[src/rtl/cby_param_cfg.sv]
// Vertical connection block: pass-through tracks plus NUM_IPIN configurable
// input-pin muxes, programmed through a shadow scan chain with checked commit.
//
// state | meaning
// IDLE  | no load in progress, bit counter is zero
// LOAD  | shifting bits into the shadow chain, counter tracks bits received
module cby_param_cfg #(
  parameter int CHAN_W     = 11,
  parameter int NUM_IPIN   = 2,
  parameter int MUX_SIZE   = 10,
  parameter int SEL_W      = 4,
  parameter int TAP_STRIDE = 1
) (
  input  logic              prog_clk,
  input  logic              prog_reset_n,
  input  logic              ccff_head,
  input  logic              ccff_shift_en,
  input  logic              ccff_commit,
  input  logic [CHAN_W-1:0] chany_bottom_in,
  input  logic [CHAN_W-1:0] chany_top_in,
  output logic [CHAN_W-1:0] chany_top_out,
  output logic [CHAN_W-1:0] chany_bottom_out,
  output logic [NUM_IPIN-1:0] ipin_out,
  output logic              ccff_tail,
  output logic              cfg_valid,
  output logic              cfg_err
);

  localparam int L     = NUM_IPIN * SEL_W;
  localparam int CNT_W = $clog2(L + 2);
  localparam int SEL_N = 1 << SEL_W;
  localparam logic [CNT_W-1:0] CNT_FULL = CNT_W'(L);
  localparam logic [CNT_W-1:0] CNT_OVR  = CNT_W'(L + 1);

  typedef enum logic {IDLE, LOAD} state_t;

  state_t           state_q, state_nxt;
  logic [L-1:0]     chain_q, active_q;
  logic [CNT_W-1:0] cnt_q, cnt_nxt;
  logic             cfg_valid_q, cfg_err_q;
  logic             commit_ok, commit_bad;

  assign chany_top_out    = chany_bottom_in;
  assign chany_bottom_out = chany_top_in;
  assign ccff_tail        = chain_q[L-1];
  assign cfg_valid        = cfg_valid_q;
  assign cfg_err          = cfg_err_q;

  always_ff @(posedge prog_clk) begin
    if (!prog_reset_n) state_q <= IDLE;
    else               state_q <= state_nxt;
  end

  // A commit that coincides with a shift is always rejected; the shift wins.
  always_comb begin
    state_nxt  = state_q;
    cnt_nxt    = cnt_q;
    commit_ok  = 1'b0;
    commit_bad = 1'b0;
    if (ccff_shift_en) begin
      state_nxt = LOAD;
      if (cnt_q != CNT_OVR) cnt_nxt = cnt_q + 1'b1;
      commit_bad = ccff_commit;
    end else if (ccff_commit) begin
      state_nxt = IDLE;
      cnt_nxt   = '0;
      if (state_q == LOAD && cnt_q == CNT_FULL) commit_ok  = 1'b1;
      else                                      commit_bad = 1'b1;
    end
  end

  always_ff @(posedge prog_clk) begin
    if (!prog_reset_n) begin
      chain_q     <= '0;
      active_q    <= '0;
      cnt_q       <= '0;
      cfg_valid_q <= 1'b0;
      cfg_err_q   <= 1'b0;
    end else begin
      if (ccff_shift_en) chain_q <= {chain_q[L-2:0], ccff_head};
      cnt_q <= cnt_nxt;
      if (commit_ok) begin
        active_q    <= chain_q;
        cfg_valid_q <= 1'b1;
        cfg_err_q   <= 1'b0;
      end else if (commit_bad) begin
        cfg_err_q <= 1'b1;
      end
    end
  end

  // Unused upper select codes read zero-padded taps, so they drive 0.
  for (genvar m = 0; m < NUM_IPIN; m++) begin : g_mux
    logic [SEL_N-1:0] taps;
    for (genvar j = 0; j < MUX_SIZE / 2; j++) begin : g_tap
      localparam int TRK = (m + j * TAP_STRIDE) % CHAN_W;
      assign taps[2*j]   = chany_bottom_in[TRK];
      assign taps[2*j+1] = chany_top_in[TRK];
    end
    if (SEL_N > MUX_SIZE) begin : g_pad
      assign taps[SEL_N-1:MUX_SIZE] = '0;
    end
    assign ipin_out[m] = cfg_valid_q & taps[active_q[m*SEL_W +: SEL_W]];
  end

endmodule
[config.mk]
export PLATFORM = sky130hd
export DESIGN_NAME = cby_param_cfg
export DESIGN_NICKNAME = d
export VERILOG_FILES = /design/src/rtl/cby_param_cfg.sv
export SDC_FILE = /design/constraint.sdc
export NUM_CORES = 1
export LEC_CHECK = 0
export CORE_ASPECT_RATIO = 1.75
export CORE_UTILIZATION = 43
export DETAILED_ROUTE_END_ITERATION = 10
export PLACE_DENSITY = 0.8
export SLEW_MARGIN = 20
export SYNTH_ARGS = -nofsm -noshare
export SYNTH_HDL_FRONTEND = slang
export SYNTH_SLANG_ARGS = --single-unit
[constraint.sdc]
create_clock -name prog_clk -period 1.4 [get_ports prog_clk]
set_input_delay 0.14 -clock prog_clk [delete_from_list [all_inputs] [get_ports prog_clk]]
set_output_delay 0.14 -clock prog_clk [all_outputs]
set_load 0.02 [all_outputs]
==> key figures, run 1 <==
Clock tree
  • # clock sinks: 23
  • Htree depth: 1
  • Cts bufs inserted: 3
  • Bufs on Longest Clock Path: 2
  • Post-CTS Hold Buffers: 0
  • Latest clock arrival within the worst-skew pair: 0.26 ns
  • CTS root buf: clkbuf_8
  • CTS tree: done

Global routing
  • First-pass GRT wire length: 4510 um
  • Grt ovf: 0
  • Vias in the first global route: 1056
  • GRT Util Overall: 16.9%
  • Initial antenna violation count: 0
  • Largest net degree at the start of global routing: 14

Worst setup path
  • Crit path buffers/inverters: 2
  • WP depth: 6
  • CP endpoint kind: output pin
  • CP top delay family: buffers and inverters
  • Critical path cell sequence: clkdlybuf4s50_1 > mux2i_1 > nand3b_1 > nand4_1 > o32ai_2 > buf_4
  • Crit Path Class: in2out
  • CP Launch Type: input port
  • Largest stage delay, worst path: 0.51 ns
  • Worst endpoint required time: 1.26 ns
  • WP data arrival: 1.35 ns
  • R2r setup slk: 0.07 ns
  • CP Max Fanout: 3
  • Worst r2r path cells: 7
  • RR Startpoint: cnt_q[0]
  • Reg2reg end: active_q[7]
  • Slowest-stage cell, CP: clkdlybuf4s50_1

Run
  • # Max-Cap Violations: 0

Synth
  • Top-count cell post-synth: mux2i_1
  • Synth cell types: 28
  • Proportion of synthesized area in mux cells: 20.0%
  • Seq/Total Area, Yosys: 34.1%
  • Register bit total from synthesis: 23
  • Largest family of logic cells by synthesized area: simple AND/OR/NAND/NOR gates
  • Post-synth EDFFs: 0
  • Average size of a mapped cell: 9.63 um2
  • FFs w/ async S/R, synth: 0%
  • Top cells by area, synth: dfxtp_1 (34%), mux2i_1 (20%), buf_4 (12%)
  • Top cells by count, synth: mux2i_1 (27), dfxtp_1 (23), buf_4 (22)
  • Synthesized Nets: 170
  • Synthesized-area fraction occupied by adder cells: 2.78%
  • Netlist Area Pre-Place: 1350 um2
  • Post-synthesis xor/xnor area fraction: 0.649%
  • Compound-cell area share of the yosys netlist: 5.10%
  • Post-Synth Simple-Gate Area: 22.0%
  • Ys Warns: 0
  • Yosys top cell by area: dfxtp_1
  • Ys flop type: dfxtp_1
  • Gate Count Post-Synth: 140
  • Synth top area share: 34.1%

Detailed routing
  • Post-route DRC: 0
  • Total number of vias: 1059
  • Initial DRC count: 5
  • Post-route antenna net violation count: 0
  • Drt wl/cell: 13.0 um
  • Post-DR vias/cell: 4.97
  • TritonRoute pass-1 iters: 2
  • Final wirelength: 2770 um

STA
  • Worst-Margin Slew: 0.285 ns
  • Unrepaired setup endpoints after global routing: yes
  • Max Slew Vio Count: 0
  • Max-slew headroom: 80.9%
  • WHS: 0.280 ns
  • Final worst slack: -0.0878 ns
  • Setup TNS: -0.174 ns
  • Clk_skew: 0.00114 ns
  • FMAX: 672 MHz
  • Final Hold Viols: 0
  • Final setup violation count: 2
  • Period utilization: 106%
  • Period minus WS final: 1.49 ns

Placed design
  • Final HPWL DP: 2140 um
  • Post-DP Area: 1690 um2
  • Placer's final routability congestion estimate: 0.764
  • PortBufs: 33
  • Dpl cells: 205

Power and ir drop
  • Int Pwr: 0.000987 W
  • Sw Pwr: 0.000308 W
  • Pwr dens: 721 nW/um2
  • P_leak: 0.747 nW
  • Switch share: 23.8%
  • Reg power frac: 51.9%
  • Share of total power in combinational logic: 17.6%
  • Clock power frac: 30.5%
  • Maximum vdd drop: 0.000642 V

Floorplanning
  • Core Region: 2960 um2
  • Starting Density: 45.6%
  • Die height: 76.1 um
  • DIE AREA: 3370 um2
  • Die width: 44.3 um
  • IO Count: 54
  • Site Rows: 26

Hold path
  • Worst Hold End: chany_bottom_out[7]
  • Min-Delay Path Class: in2out
  • Hold Path Stages: 0
  • Worst hold start: chany_top_in[7]

Finish
  • Ratio of cells with drive above 1 in the final layout: 24.0%
  • Fin util: 60.7%
  • # fillers: 258
  • N_diodes: 0
  • Area occupied by multi-input gates: 709 um2
  • Post-route cell area: 1800 um2
  • Final net count: 202
  • Syn-to-layout area delta: 33.1%
  • Final cell count without fillers: 213
  • Register Area: 474 um2

Status
  • Failing checks: setup timing
  • Status: finished, violations left
## sequential cells by signal, indices dropped and copies added, names as in the netlist
register and flops:
cnt_q 4, cfg_valid 1, chain_q 8, cfg_err 1, state_q 1, active_q 8
## cell families after synthesis
family / after synthesis
and+or+nand+nor: 45
buffers and inverters: 32
muxes: 27
DFF: 23
AOI/OAI and AO/OA: 9
adders and majority gates: 3
xor gates and xnor gates: 1
## metrics by stage
step                setup WS [ns]  total power, W
CTS                       -0.0959         0.00130
detailed placement         -0.557        0.000917
global placement           -0.527        0.000910
finish                    -0.0878         0.00129
floorplan                   0.139        0.000852
global route               -0.175         0.00135
## how the worst max path moves through the flow
stage / startpoint / end / slack, ns
6_report: chany_bottom_in[3] / ipin_out[0] / -0.09
4_1_cts: active_q[4] / ipin_out[1] / -0.1
3_5_place_dp: chany_top_in[3] / ipin_out[1] / -0.56
5_1_grt: chany_bottom_in[3] / ipin_out[0] / -0.17
2_1_floorplan: cnt_q[0] / active_q[0] / 0.14
3_3_place_gp: chany_bottom_in[3] / ipin_out[1] / -0.53
## power by group through the flow
stage	clock, W	combinational [W]	sequential, W
floorplan	0	0.000159	0.000692
global placement	0	0.000219	0.000691
detailed placement	0	0.000225	0.000692
CTS	0.000405	0.000221	0.000677
global route	0.000434	0.000247	0.000674
finish	0.000395	0.000228	0.000672
## timing repair
item,CTS,global route
pin swaps,1,2
endpoints found under the setup margin,17,15
buffers inserted,3,1
gates resized for setup,26,11
hold endpoints to repair,0,0
## cell usage in the layout (no fill, tap or decap), types with 2 or more instances in the layout
cell             instances
a21boi_0                 2
buf_4                   21
buf_6                    2
clkbuf_8                 3
clkdlybuf4s50_1         19
dfxtp_1                 18
dfxtp_2                  2
dfxtp_4                  3
dlygate4sd2_1            7
dlymetal6s2s_1           5
ha_1                     2
inv_1                    3
inv_2                    2
mux2i_1                 27
nand2_1                  5
nand3_1                  5
nand3b_1                 5
nand4_1                  2
nor2_1                   3
nor2b_1                 18
o32ai_2                  2
## layer usage
layer  routed length (um)  up-vias  global-route usage (%)
li1                     -      517                       -
met1                 1030      496                    17.5
met4                   42        0                    5.76
met5                    0        -                       0
met2                 1570       42                    32.4
met3                  128        4                    2.13
## layout make-up
class	instances	share of cell area, %
clock buffer	3	2.30
clock inverter	1	0.279
inverter	5	1.05
multi-input combinational	85	39.5
sequential	23	26.4
tap	42	2.93
timing repair buffer	54	27.5
Note: power is estimated with default switching activity, not from simulation.
==> run 2, diff against run 1 <==
--- a/constraint.sdc
+++ b/constraint.sdc
@@ -3,2 +3,2 @@
 set_output_delay 0.14 -clock prog_clk [all_outputs]
-set_load 0.02 [all_outputs]
+set_load 0.005 [all_outputs]
==> key figures, run 2 (synthesis results as in run 1) <==
Detailed routing
  • Total number of vias: 1063 (+0.38%)
  • Drt wl/cell: 14.3 um (+9.5%)
  • Final wirelength: 3050 um (+10%)
  • Post-DR vias/cell: 4.97 (about the same)
  • Post-route DRC: 0 (unchanged)
  • TritonRoute pass-1 iters: 4 (+2)
  • Initial DRC count: 26 (+21)
  • Post-route antenna net violation count: 0 (unchanged)

STA
  • Final setup violation count: 2 (unchanged)
  • Period minus WS final: 1.51 ns (+0.0214 ns)
  • FMAX: 663 MHz (-1.4%)
  • Worst-Margin Slew: 0.285 ns (-0.000355 ns)
  • Final Hold Viols: 0 (unchanged)
  • Period utilization: 108% (+1.5 points)
  • Max-slew headroom: 81.0% (about the same)
  • Final worst slack: -0.109 ns (-0.0214 ns)
  • Unrepaired setup endpoints after global routing: yes
  • Clk_skew: 0.0110 ns (+0.00982 ns)
  • Max Slew Vio Count: 0 (unchanged)

Clock tree
  • CTS root buf: clkbuf_8
  • Bufs on Longest Clock Path: 2 (unchanged)
  • Cts bufs inserted: 3 (unchanged)
  • Htree depth: 1 (unchanged)
  • Latest clock arrival within the worst-skew pair: 0.26 ns (about the same)
  • CTS tree: done
  • # clock sinks: 23 (unchanged)
  • Post-CTS Hold Buffers: 0 (unchanged)

Worst setup path
  • WP depth: 6 (unchanged)
  • Worst r2r path cells: 7 (unchanged)
  • CP Max Fanout: 3 (unchanged)
  • Largest stage delay, worst path: 0.53 ns (+0.02 ns)
  • Critical path cell sequence: clkdlybuf4s50_1 > mux2i_1 > nand2_1 > nand4_1 > o32ai_2 > buf_2
  • WP data arrival: 1.37 ns (+0.02 ns)
  • CP top delay family: buffers and inverters
  • Worst endpoint required time: 1.26 ns (about the same)
  • CP Launch Type: input port
  • Slowest-stage cell, CP: clkdlybuf4s50_1
  • Crit Path Class: in2out
  • CP endpoint kind: output pin
  • Crit path buffers/inverters: 2 (unchanged)

Finish
  • Final net count: 203 (+0.50%)
  • Commonest non-fill, non-tap cell in the layout: clkdlybuf4s50_1
  • Ratio of cells with drive above 1 in the final layout: 26.2% (+2.2 points)
  • Final cell count without fillers: 214 (+0.47%)
  • Syn-to-layout area delta: 33.6%
  • Post-route cell area: 1800 um2 (+0.35%)
  • N_diodes: 0 (unchanged)
  • Most frequent cells in the layout: clkdlybuf4s50_1 (29), mux2i_1 (27), buf_4 (21)
  • Biggest regs: active_q (8), chain_q (8), cnt_q (4)

Global routing
  • Largest net degree at the start of global routing: 15 (+1)
  • Gr busiest metal: met2
  • M3 GR Usage: 1.42% (-0.71 points)
  • Grt ovf: 0 (unchanged)
  • Initial antenna violation count: 0 (unchanged)
  • First-pass GRT wire length: 4580 um (+1.7%)
  • M1 GR Usage: 16.5% (-0.96 points)
  • GRT Util Overall: 17.8% (+0.90 points)
  • Vias in the first global route: 1077 (+2.0%)
  • GR Util met2: 36.2% (+3.8 points)

Placed design
  • PortBufs: 33 (unchanged)
  • Final HPWL DP: 2270 um (+5.9%)
  • Placer's final routability congestion estimate: 0.802 (+5.0%)
  • Post-DP Area: 1680 um2 (-0.45%)
  • Dpl cells: 206 (+0.49%)

Floorplanning
  • Die height: 76.1 um (unchanged)
  • Core Region: 2960 um2 (unchanged)
  • DIE AREA: 3370 um2 (unchanged)
  • Site Rows: 26 (unchanged)
  • IO Count: 54 (unchanged)
  • Die width: 44.3 um (unchanged)
  • Starting Density: 45.6% (unchanged)

Power and ir drop
  • Switch share: 22.5% (-1.3 points)
  • Sw Pwr: 0.000287 W (-6.8%)
  • Int Pwr: 0.000989 W (+0.27%)
  • Pwr dens: 708 nW/um2 (-1.8%)
  • Clock power frac: 31.0% (+0.5 points)
  • P_leak: 0.695 nW (-6.9%)
  • Reg power frac: 52.6% (+0.7 points)
  • Maximum vdd drop: 0.000601 V (-6.3%)
  • Total power: 0.00128 W (-1.4%)
  • Share of total power in combinational logic: 16.3% (-1.3 points)

Hold path
  • Min-Delay Path Class: in2out
  • Hold Path Stages: 0 (unchanged)

Status
  • Status: finished, violations left
  • Failing checks: setup timing

Run
  • # Max-Cap Violations: 0 (unchanged)
run 2: cell count changes in the layout (fill, tap and decap cells not counted):
| cell | before | now |
|---|---|---|
| a31oi_2 | 1 | 0 |
| a31oi_4 | 0 | 1 |
| buf_2 | 0 | 2 |
| buf_6 | 2 | 1 |
| clkdlybuf4s50_1 | 19 | 29 |
| dfxtp_1 | 18 | 15 |
| dfxtp_2 | 2 | 6 |
| dfxtp_4 | 3 | 2 |
| dlygate4sd2_1 | 7 | 1 |
| dlymetal6s2s_1 | 5 | 1 |
run 2: repair_timing:
action / 4_1_cts / 5_1_grt
pin swaps: 5 / 6
setup buffers: 0 / 4
gates resized for setup: 16 / 14
setup endpoints to repair: 4 / 13
run 2: power groups by stage:
stage                     sequential [W]  clock [W]  combinational, W
after floorplan                 0.000690          0          0.000117
after global placement          0.000689          0          0.000194
after detailed placement        0.000690          0          0.000200
after CTS                       0.000671   0.000407          0.000200
after global routing            0.000673   0.000439          0.000225
final                           0.000672   0.000396          0.000208
run 2: layout make-up:
| class | count | area (um2) |
|---|---|---|
| Fill cell | 245 | 1160 |
| Multi-Input combinational cell | 85 | 718 |
| Timing Repair Buffer | 55 | 490 |
| Sequential cell | 23 | 475 |
| Tap cell | 42 | 52.6 |
| Clock buffer | 3 | 41.3 |
| Inverter | 5 | 18.8 |
| Clock inverter | 1 | 5.00 |
run 2: worst reg2reg max path, cell delays in order (launching register included):
cell      delay (ns)
dfxtp_2         0.35
inv_2           0.08
ha_4            0.13
nand4b_4        0.13
nor2_8          0.14
buf_4           0.16
mux2i_1         0.18
nor2b_1         0.06
run 2: worst paths after layout:
path	start	end	slack (ns)
worst max register to register	cnt_q[1]	active_q[1]	0.06
worst max-delay path	chany_bottom_in[1]	ipin_out[1]	-0.11
worst min-delay path	chany_top_in[10]	chany_bottom_out[10]	0.28
worst min register to register	cfg_valid	cfg_valid	0.50
run 2: metrics by stage:
step / setup slack, ns / TNS, ns / util (%) / hold slack [ns]
after floorplan: 0.139 / 0 / - / 0.268
after global placement: -0.503 / -1.13 / 56.7 / 0.280
after detailed placement: -0.500 / -1.51 / 56.7 / 0.280
after CTS: -0.121 / -0.241 / 58.3 / 0.280
after global routing: -0.160 / -0.329 / 60.9 / 0.280
final: -0.109 / -0.203 / 60.9 / 0.280
run 2: layer usage:
layer  wire length, um  part of all wire (%)
met1              1060                    35
met2              1840                    60
met3               111                   3.6
met4                46                   1.5
met5                 0                     0
